[config.mk]
export PLATFORM = sky130hd
export DESIGN_NAME = mem_arbiter_nport_flat
export DESIGN_NICKNAME = d
export VERILOG_FILES = /design/src/rtl/mem_arbiter_nport_if.sv /design/src/rtl/mem_arbiter_nport.sv /design/src/flat_wrapper.sv
export SDC_FILE = /design/constraint.sdc
export NUM_CORES = 1
export LEC_CHECK = 0
export BUFFER_PORTS_ARGS = -buffer_cell sky130_fd_sc_hd__buf_2
export CORE_MARGIN = 5
export CORE_UTILIZATION = 45
export CTS_CLUSTER_DIAMETER = 120
export DETAILED_ROUTE_END_ITERATION = 10
export GPL_ROUTABILITY_DRIVEN = 0
export PLACE_DENSITY = 0.78
export RECOVER_POWER = 100
export SYNTH_ARGS = -nofsm -noshare
export SYNTH_HDL_FRONTEND = slang
export SYNTH_SLANG_ARGS = --single-unit
[constraint.sdc]
create_clock -name CLK -period 2.1 [get_ports CLK]
set_input_delay 0.315 -clock CLK [delete_from_list [all_inputs] [get_ports CLK]]
set_output_delay 0.315 -clock CLK [all_outputs]
set_load 0.02 [all_outputs]
[src/rtl/mem_arbiter_nport_if.sv]
// Requester + RAM bundle for the N-port memory arbiter.
// slave = arbiter view, master = requester/RAM environment view.
interface mem_arbiter_nport_if #(
  parameter int NUM_PORTS = 2,
  parameter int ADDR_W    = 32,
  parameter int DATA_W    = 32
);
  logic [NUM_PORTS-1:0]        req_Ren;
  logic [NUM_PORTS-1:0]        req_Wen;
  logic [NUM_PORTS*ADDR_W-1:0] req_addr;
  logic [NUM_PORTS*DATA_W-1:0] req_store;
  logic [NUM_PORTS*DATA_W-1:0] req_load;
  logic [NUM_PORTS-1:0]        req_ready;
  logic [NUM_PORTS-1:0]        req_err;
  logic                        ramRen;
  logic                        ramWen;
  logic [ADDR_W-1:0]           ramaddr;
  logic [DATA_W-1:0]           ramstore;
  logic [DATA_W-1:0]           ramload;
  logic                        ram_busy;
  logic                        arb_busy;

  modport slave (
    input  req_Ren, req_Wen, req_addr, req_store, ramload, ram_busy,
    output req_load, req_ready, req_err, ramRen, ramWen, ramaddr, ramstore, arb_busy
  );

  modport master (
    output req_Ren, req_Wen, req_addr, req_store, ramload, ram_busy,
    input  req_load, req_ready, req_err, ramRen, ramWen, ramaddr, ramstore, arb_busy
  );
endinterface

[src/rtl/mem_arbiter_nport.sv]
// N-port arbiter onto one single-ported RAM with bounded wait and timeout error.
// Define ROUND_ROBIN_EN for round-robin grant; otherwise fixed priority (port 0 highest).
module mem_arbiter_nport #(
  parameter int NUM_PORTS   = 2,
  parameter int ADDR_W      = 32,
  parameter int DATA_W      = 32,
  parameter int TIMEOUT_CYC = 255
) (
  input  logic                CLK,
  input  logic                RST,
  mem_arbiter_nport_if.slave  bus
);
  localparam int PTR_W = (NUM_PORTS > 1) ? $clog2(NUM_PORTS) : 1;
  localparam int CNT_W = $clog2(TIMEOUT_CYC + 1);

  typedef enum logic [1:0] {IDLE, ACCESS, RESP} state_t;

  state_t                           r_state, w_next;
  logic [NUM_PORTS-1:0]             w_req;
  logic [NUM_PORTS-1:0][ADDR_W-1:0] w_addr;
  logic [NUM_PORTS-1:0][DATA_W-1:0] w_store;
  logic [NUM_PORTS-1:0][DATA_W-1:0] r_load;
  logic [PTR_W-1:0]                 w_win, r_win;
  logic                             r_wr, r_abort;
  logic [ADDR_W-1:0]                r_addr;
  logic [DATA_W-1:0]                r_store;
  logic [CNT_W-1:0]                 r_cnt;
  logic                             w_timeout;

  assign w_req    = bus.req_Ren | bus.req_Wen;
  assign w_addr   = bus.req_addr;
  assign w_store  = bus.req_store;
  assign bus.req_load = r_load;
  assign bus.ramaddr  = r_addr;
  assign bus.ramstore = r_store;

  // Abort on the TIMEOUT_CYC-th consecutive busy cycle in ACCESS.
  assign w_timeout = bus.ram_busy && (r_cnt == CNT_W'(TIMEOUT_CYC - 1));

`ifdef ROUND_ROBIN_EN
  logic [PTR_W-1:0] r_rr;

  // Scan downward so the first requester at or after r_rr wins.
  always_comb begin
    int               idx;
    logic [PTR_W-1:0] idx_w;
    w_win = '0;
    idx   = 0;
    idx_w = '0;
    for (int k = NUM_PORTS - 1; k >= 0; k--) begin
      idx = int'(r_rr) + k;
      if (idx >= NUM_PORTS) idx = idx - NUM_PORTS;
      idx_w = PTR_W'(idx);
      if (w_req[idx_w]) w_win = idx_w;
    end
  end

  always_ff @(posedge CLK) begin
    if (RST)                r_rr <= '0;
    else if (r_state == RESP)
      r_rr <= (r_win == PTR_W'(NUM_PORTS - 1)) ? '0 : r_win + 1'b1;
  end
`else
  always_comb begin
    w_win = '0;
    for (int k = NUM_PORTS - 1; k >= 0; k--)
      if (w_req[k]) w_win = PTR_W'(k);
  end
`endif

  always_ff @(posedge CLK) begin
    if (RST) r_state <= IDLE;
    else     r_state <= w_next;
  end

  always_comb begin
    w_next        = r_state;
    bus.ramRen    = 1'b0;
    bus.ramWen    = 1'b0;
    bus.req_ready = '0;
    bus.req_err   = '0;
    bus.arb_busy  = (r_state != IDLE);
    case (r_state)
      IDLE:   if (|w_req) w_next = ACCESS;
      ACCESS: begin
        bus.ramRen = ~r_wr;
        bus.ramWen = r_wr;
        if (!bus.ram_busy || w_timeout) w_next = RESP;
      end
      RESP: begin
        bus.req_ready = NUM_PORTS'(1) << r_win;
        bus.req_err   = r_abort ? (NUM_PORTS'(1) << r_win) : '0;
        w_next        = IDLE;
      end
      default: w_next = IDLE;
    endcase
  end

  // Grant latch and wait counter; Ren+Wen on one port resolves to a write.
  always_ff @(posedge CLK) begin
    if (RST) begin
      r_win   <= '0;
      r_wr    <= 1'b0;
      r_addr  <= '0;
      r_store <= '0;
      r_cnt   <= '0;
      r_abort <= 1'b0;
    end else begin
      case (r_state)
        IDLE: if (|w_req) begin
          r_win   <= w_win;
          r_wr    <= bus.req_Wen[w_win];
          r_addr  <= w_addr[w_win];
          r_store <= w_store[w_win];
          r_cnt   <= '0;
          r_abort <= 1'b0;
        end
        ACCESS: begin
          if (w_timeout)         r_abort <= 1'b1;
          else if (bus.ram_busy) r_cnt   <= r_cnt + 1'b1;
        end
        RESP:    r_cnt <= '0;
        default: ;
      endcase
    end
  end

  always_ff @(posedge CLK) begin
    if (RST) begin
      r_load <= '0;
    end else if (r_state == ACCESS && !bus.ram_busy && !r_wr) begin
      for (int p = 0; p < NUM_PORTS; p++)
        if (r_win == PTR_W'(p)) r_load[p] <= bus.ramload;
    end
  end
endmodule

[src/flat_wrapper.sv]
// flat-port wrapper written by rule: the top's interface ports become plain ports
module mem_arbiter_nport_flat 
#(
  parameter int NUM_PORTS   = 2,
  parameter int ADDR_W      = 32,
  parameter int DATA_W      = 32,
  parameter int TIMEOUT_CYC = 255
)
  (CLK, RST, bus_req_Ren, bus_req_Wen, bus_req_addr, bus_req_store, bus_ramload, bus_ram_busy, bus_req_load, bus_req_ready, bus_req_err, bus_ramRen, bus_ramWen, bus_ramaddr, bus_ramstore, bus_arb_busy);
  mem_arbiter_nport_if #(.NUM_PORTS(NUM_PORTS), .ADDR_W(ADDR_W), .DATA_W(DATA_W)) bus_i ();
  input  logic CLK;
  input  logic RST;
  input wire logic [$bits(bus_i.req_Ren)-1:0] bus_req_Ren;
  input wire logic [$bits(bus_i.req_Wen)-1:0] bus_req_Wen;
  input wire logic [$bits(bus_i.req_addr)-1:0] bus_req_addr;
  input wire logic [$bits(bus_i.req_store)-1:0] bus_req_store;
  input wire logic [$bits(bus_i.ramload)-1:0] bus_ramload;
  input wire logic [$bits(bus_i.ram_busy)-1:0] bus_ram_busy;
  output wire logic [$bits(bus_i.req_load)-1:0] bus_req_load;
  output wire logic [$bits(bus_i.req_ready)-1:0] bus_req_ready;
  output wire logic [$bits(bus_i.req_err)-1:0] bus_req_err;
  output wire logic [$bits(bus_i.ramRen)-1:0] bus_ramRen;
  output wire logic [$bits(bus_i.ramWen)-1:0] bus_ramWen;
  output wire logic [$bits(bus_i.ramaddr)-1:0] bus_ramaddr;
  output wire logic [$bits(bus_i.ramstore)-1:0] bus_ramstore;
  output wire logic [$bits(bus_i.arb_busy)-1:0] bus_arb_busy;
  assign bus_i.req_Ren = bus_req_Ren;
  assign bus_i.req_Wen = bus_req_Wen;
  assign bus_i.req_addr = bus_req_addr;
  assign bus_i.req_store = bus_req_store;
  assign bus_i.ramload = bus_ramload;
  assign bus_i.ram_busy = bus_ram_busy;
  assign bus_req_load = bus_i.req_load;
  assign bus_req_ready = bus_i.req_ready;
  assign bus_req_err = bus_i.req_err;
  assign bus_ramRen = bus_i.ramRen;
  assign bus_ramWen = bus_i.ramWen;
  assign bus_ramaddr = bus_i.ramaddr;
  assign bus_ramstore = bus_i.ramstore;
  assign bus_arb_busy = bus_i.arb_busy;
  mem_arbiter_nport #(.NUM_PORTS(NUM_PORTS), .ADDR_W(ADDR_W), .DATA_W(DATA_W), .TIMEOUT_CYC(TIMEOUT_CYC)) u_core (.CLK(CLK), .RST(RST), .bus(bus_i));
endmodule
==> results.cfg <==
[route]
detail-route-antenna-nets = 0
vias = 5657
drc = 0
vias_per_cell = 5.028
wire_per_inst_um = 15.73
first_pass_iters = 5
finalWirelength_mm = 17.69
drt_iter0_markers = 287

[sta]
hold_ws_ps = 153.7
setup_tns_ps = 0
final-hold-violation-count = 0
clock_skew_ps = 5.004
clock.fmax_ghz = 0.5228
layout_min_cycle_time_ps = 1913
setup_ws_ps = 187.1
setup_viol = 0
slew_violations = 0
fin_crit_sh = 0.9109
rsz0062_at_grt = no
tightest_slew_ps = 581.4
relSlewSlack = 0.6124

[global_routing]
grt_max_degree = 76
grt_pass1_vias = 5430
antenna_found_initial = 4
grt.total_usage = 0.2079
grt_pass1_wl_mm = 26.94
overflow = 0

[setup_path]
worst-setup-path-type = reg2out
r2r_slack_ps = 310
crit_chain = nand2b_1, clkbuf_1, nor2_1, clkbuf_1
endpoint_kind = output pin
slowest_delay_ps = 360
reg2reg_to = u_core.bus.ramstore[30]$_SDFFE_PP0P_
cp.required_ps = 1780
crit_path_start_kind = flop
path_max_fanout = 7
r2r-start = u_core.r_state[1]$_SDFFE_PP0P_
critPathMostFrequentCell = clkbuf_1
reg2reg_depth = 5
slowest_stage = dfxtp_1
cp_data_arrival_time_ps = 1600

[placed_design]
dpl_cell_area_um2 = 7719
port_buffers = 301
pre_cts_slack_ps = 258.3
dp_hpwl_mm = 13.25

[clocking]
clkTransAtPathRegs_ps = 60
h-tree-depth = 4
cts_root_buf = clkbuf_16
cts_setup_buffers = 0
cts_hold_buf = 0
numCtsBuffers = 17
clock_path_buffers = 2
clock_latency_ps = 410
cts.sinks = 141
tritoncts = done
post_cts_resized = 0

[synthesis]
synth_flop_cell = dfxtp_1
synth_edf_count = 0
synth.most_common_cell = dfxtp_1
yosys_warnings = 0
syn_nets = 821
yosysTopAreaCellShare = 0.4568
yosys-top-cells-count = dfxtp_1, nand2_1, nor2_1
synthDistinctLibCells = 41
synth_area_um2 = 6180
synth-seq-cells = 141
syn_avg_cell_area_um2 = 9.478
ys_seq_area_frac = 0.4568
synth_top_area_cell = dfxtp_1
synth_area_leaders = dfxtp_1, a211oi_2, mux2i_1
syn-instance-count = 652
async_flop_share = 0

[hold_path]
min_to = u_core.bus.req_load[43]$_SDFFE_PP0P_
hold_class = in2reg
hp-start = bus_ramload[11]
hold_depth = 3

[cells_and_area]
layout.nets = 1102
nFillCells = 1259
post_route_cells_drive_above_1_share = 0.2614
design_area_um2 = 7986
syn2layout_area_growth_pct = 29.24

[power]
swShare = 0.2699
p_leak_uw = 0.003107
p_per_area_nw_per_um2 = 907.1
peakVddDrop_v = 0.0006217
p_int_uw = 5289
clockPowerShare = 0.420
p_switching_uw = 1955
seqPwrFrac = 0.409
pwr-share-comb = 0.171

[outcome]
outcome = completed

[floorplan]
dieArea_um2 = 16180
fp-row-count = 42
ios = 302
die_y_um = 127.2
core_area_um2 = 13350
start_util = 0.4630
die_w_um = 127.2

[job]
cap_violations = 0
==> layout by cell type (no fill, tap or decap), drive strengths merged <==
cell,n
a211o,1
a211oi,65
a21o,1
a21oi,67
a22oi,2
a31oi,2
a32o,1
and2,4
and3b,2
buf,177
bufinv,3
clkbuf,162
clkinv,2
clkinvlp,1
dfxtp,141
diode,4
ha,2
inv,8
mux2i,64
nand2,131
nand2b,2
nand3,7
nand4,1
nand4bb,1
nor2,72
nor2b,1
nor3,3
nor3b,1
nor4,3
nor4b,1
o2111ai,2
o211ai,2
o21ai,4
o21bai,1
o41ai,2
or2,2
or4,3
or4b,1
==> worst max-delay path: cells and delay by family, from the launching register on <==
kind | cells | cell delay, ps
buf+inv | 2 | 420
simple gates | 2 | 410
flops | 1 | 360
==> sequential cells by signal, summed over array words and instances, names as in the netlist <==
| name | cells |
|---|---|
| u_core.bus.req_load | 64 |
| u_core.bus.ramaddr | 32 |
| u_core.bus.ramstore | 32 |
| u_core.r_cnt | 8 |
| u_core.r_state | 2 |
| u_core.r_abort | 1 |
| u_core.r_win | 1 |
| u_core.r_wr | 1 |
==> how the worst max path moves through the flow <==
stage | cells after the start | endpoint | slack (ps) | start
floorplan | 2 | bus_req_err[0] | 490 | u_core.r_state[1]$_SDFFE_PP0P_
global route | 4 | bus_ramRen | 120 | u_core.r_state[1]$_SDFFE_PP0P_
finish | 4 | bus_ramRen | 190 | u_core.r_state[1]$_SDFFE_PP0P_
CTS | 4 | bus_ramRen | 200 | u_core.r_state[1]$_SDFFE_PP0P_
detailed placement | 6 | u_core.bus.ramstore[29]$_SDFFE_PP0P_ | 260 | bus_req_Wen[1]
global placement | 6 | u_core.bus.ramaddr[9]$_SDFFE_PP0P_ | 300 | bus_req_Wen[1]
==> per-stage QoR <==
step | cells | power [µW] | utilization
after floorplan | 652 | 3933 | -
after global placement | 1090 | 4344 | 0.5783
after detailed placement | 1090 | 4379 | 0.5783
after CTS | 1121 | 7427 | 0.6235
after global routing | 1125 | 7594 | 0.5983
final | 1125 | 7245 | 0.5983
==> cells by family after synthesis <==
group	count (synthesis)	share of synthesized area
and+or+nand+nor	235	0.1622
DFF	141	0.4568
adders and majority gates	2	0.004049
muxes	64	0.1037
buffers and inverters	60	0.06641
AOI/OAI and AO/OA	150	0.2069
==> power groups by stage <==
stage               registers [µW]  logic (µW)  clock network, µW
detailed placement            3020        1360                  0
finish                        2970        1240               3040
global placement              3010        1330                  0
floorplan                     3230         701                  0
CTS                           2960        1370               3100
global route                  2990        1350               3260
==> layer usage <==
layer  global-route usage  vias to the layer above  share of wire
li1                     -                     2826              -
met1               0.2296                     2597           0.40
met2               0.3580                      210           0.50
met3              0.07972                       24          0.084
met4              0.08770                        0          0.022
met5                    0                        -              0
==> area by class of cell <==
cell class / count / area (µm²) / area share
well taps: 176 / 220.2 / 0.02757
clock inverters: 6 / 107.6 / 0.01347
flip-flops and latches: 141 / 2823 / 0.3534
multi-input cells: 451 / 2800 / 0.3506
inverters: 8 / 30.03 / 0.003760
repair buffers: 314 / 1500 / 0.1878
diodes: 4 / 10.01 / 0.001253
clock buffers: 25 / 495.5 / 0.06204
(Power assumes the default switching activity.)
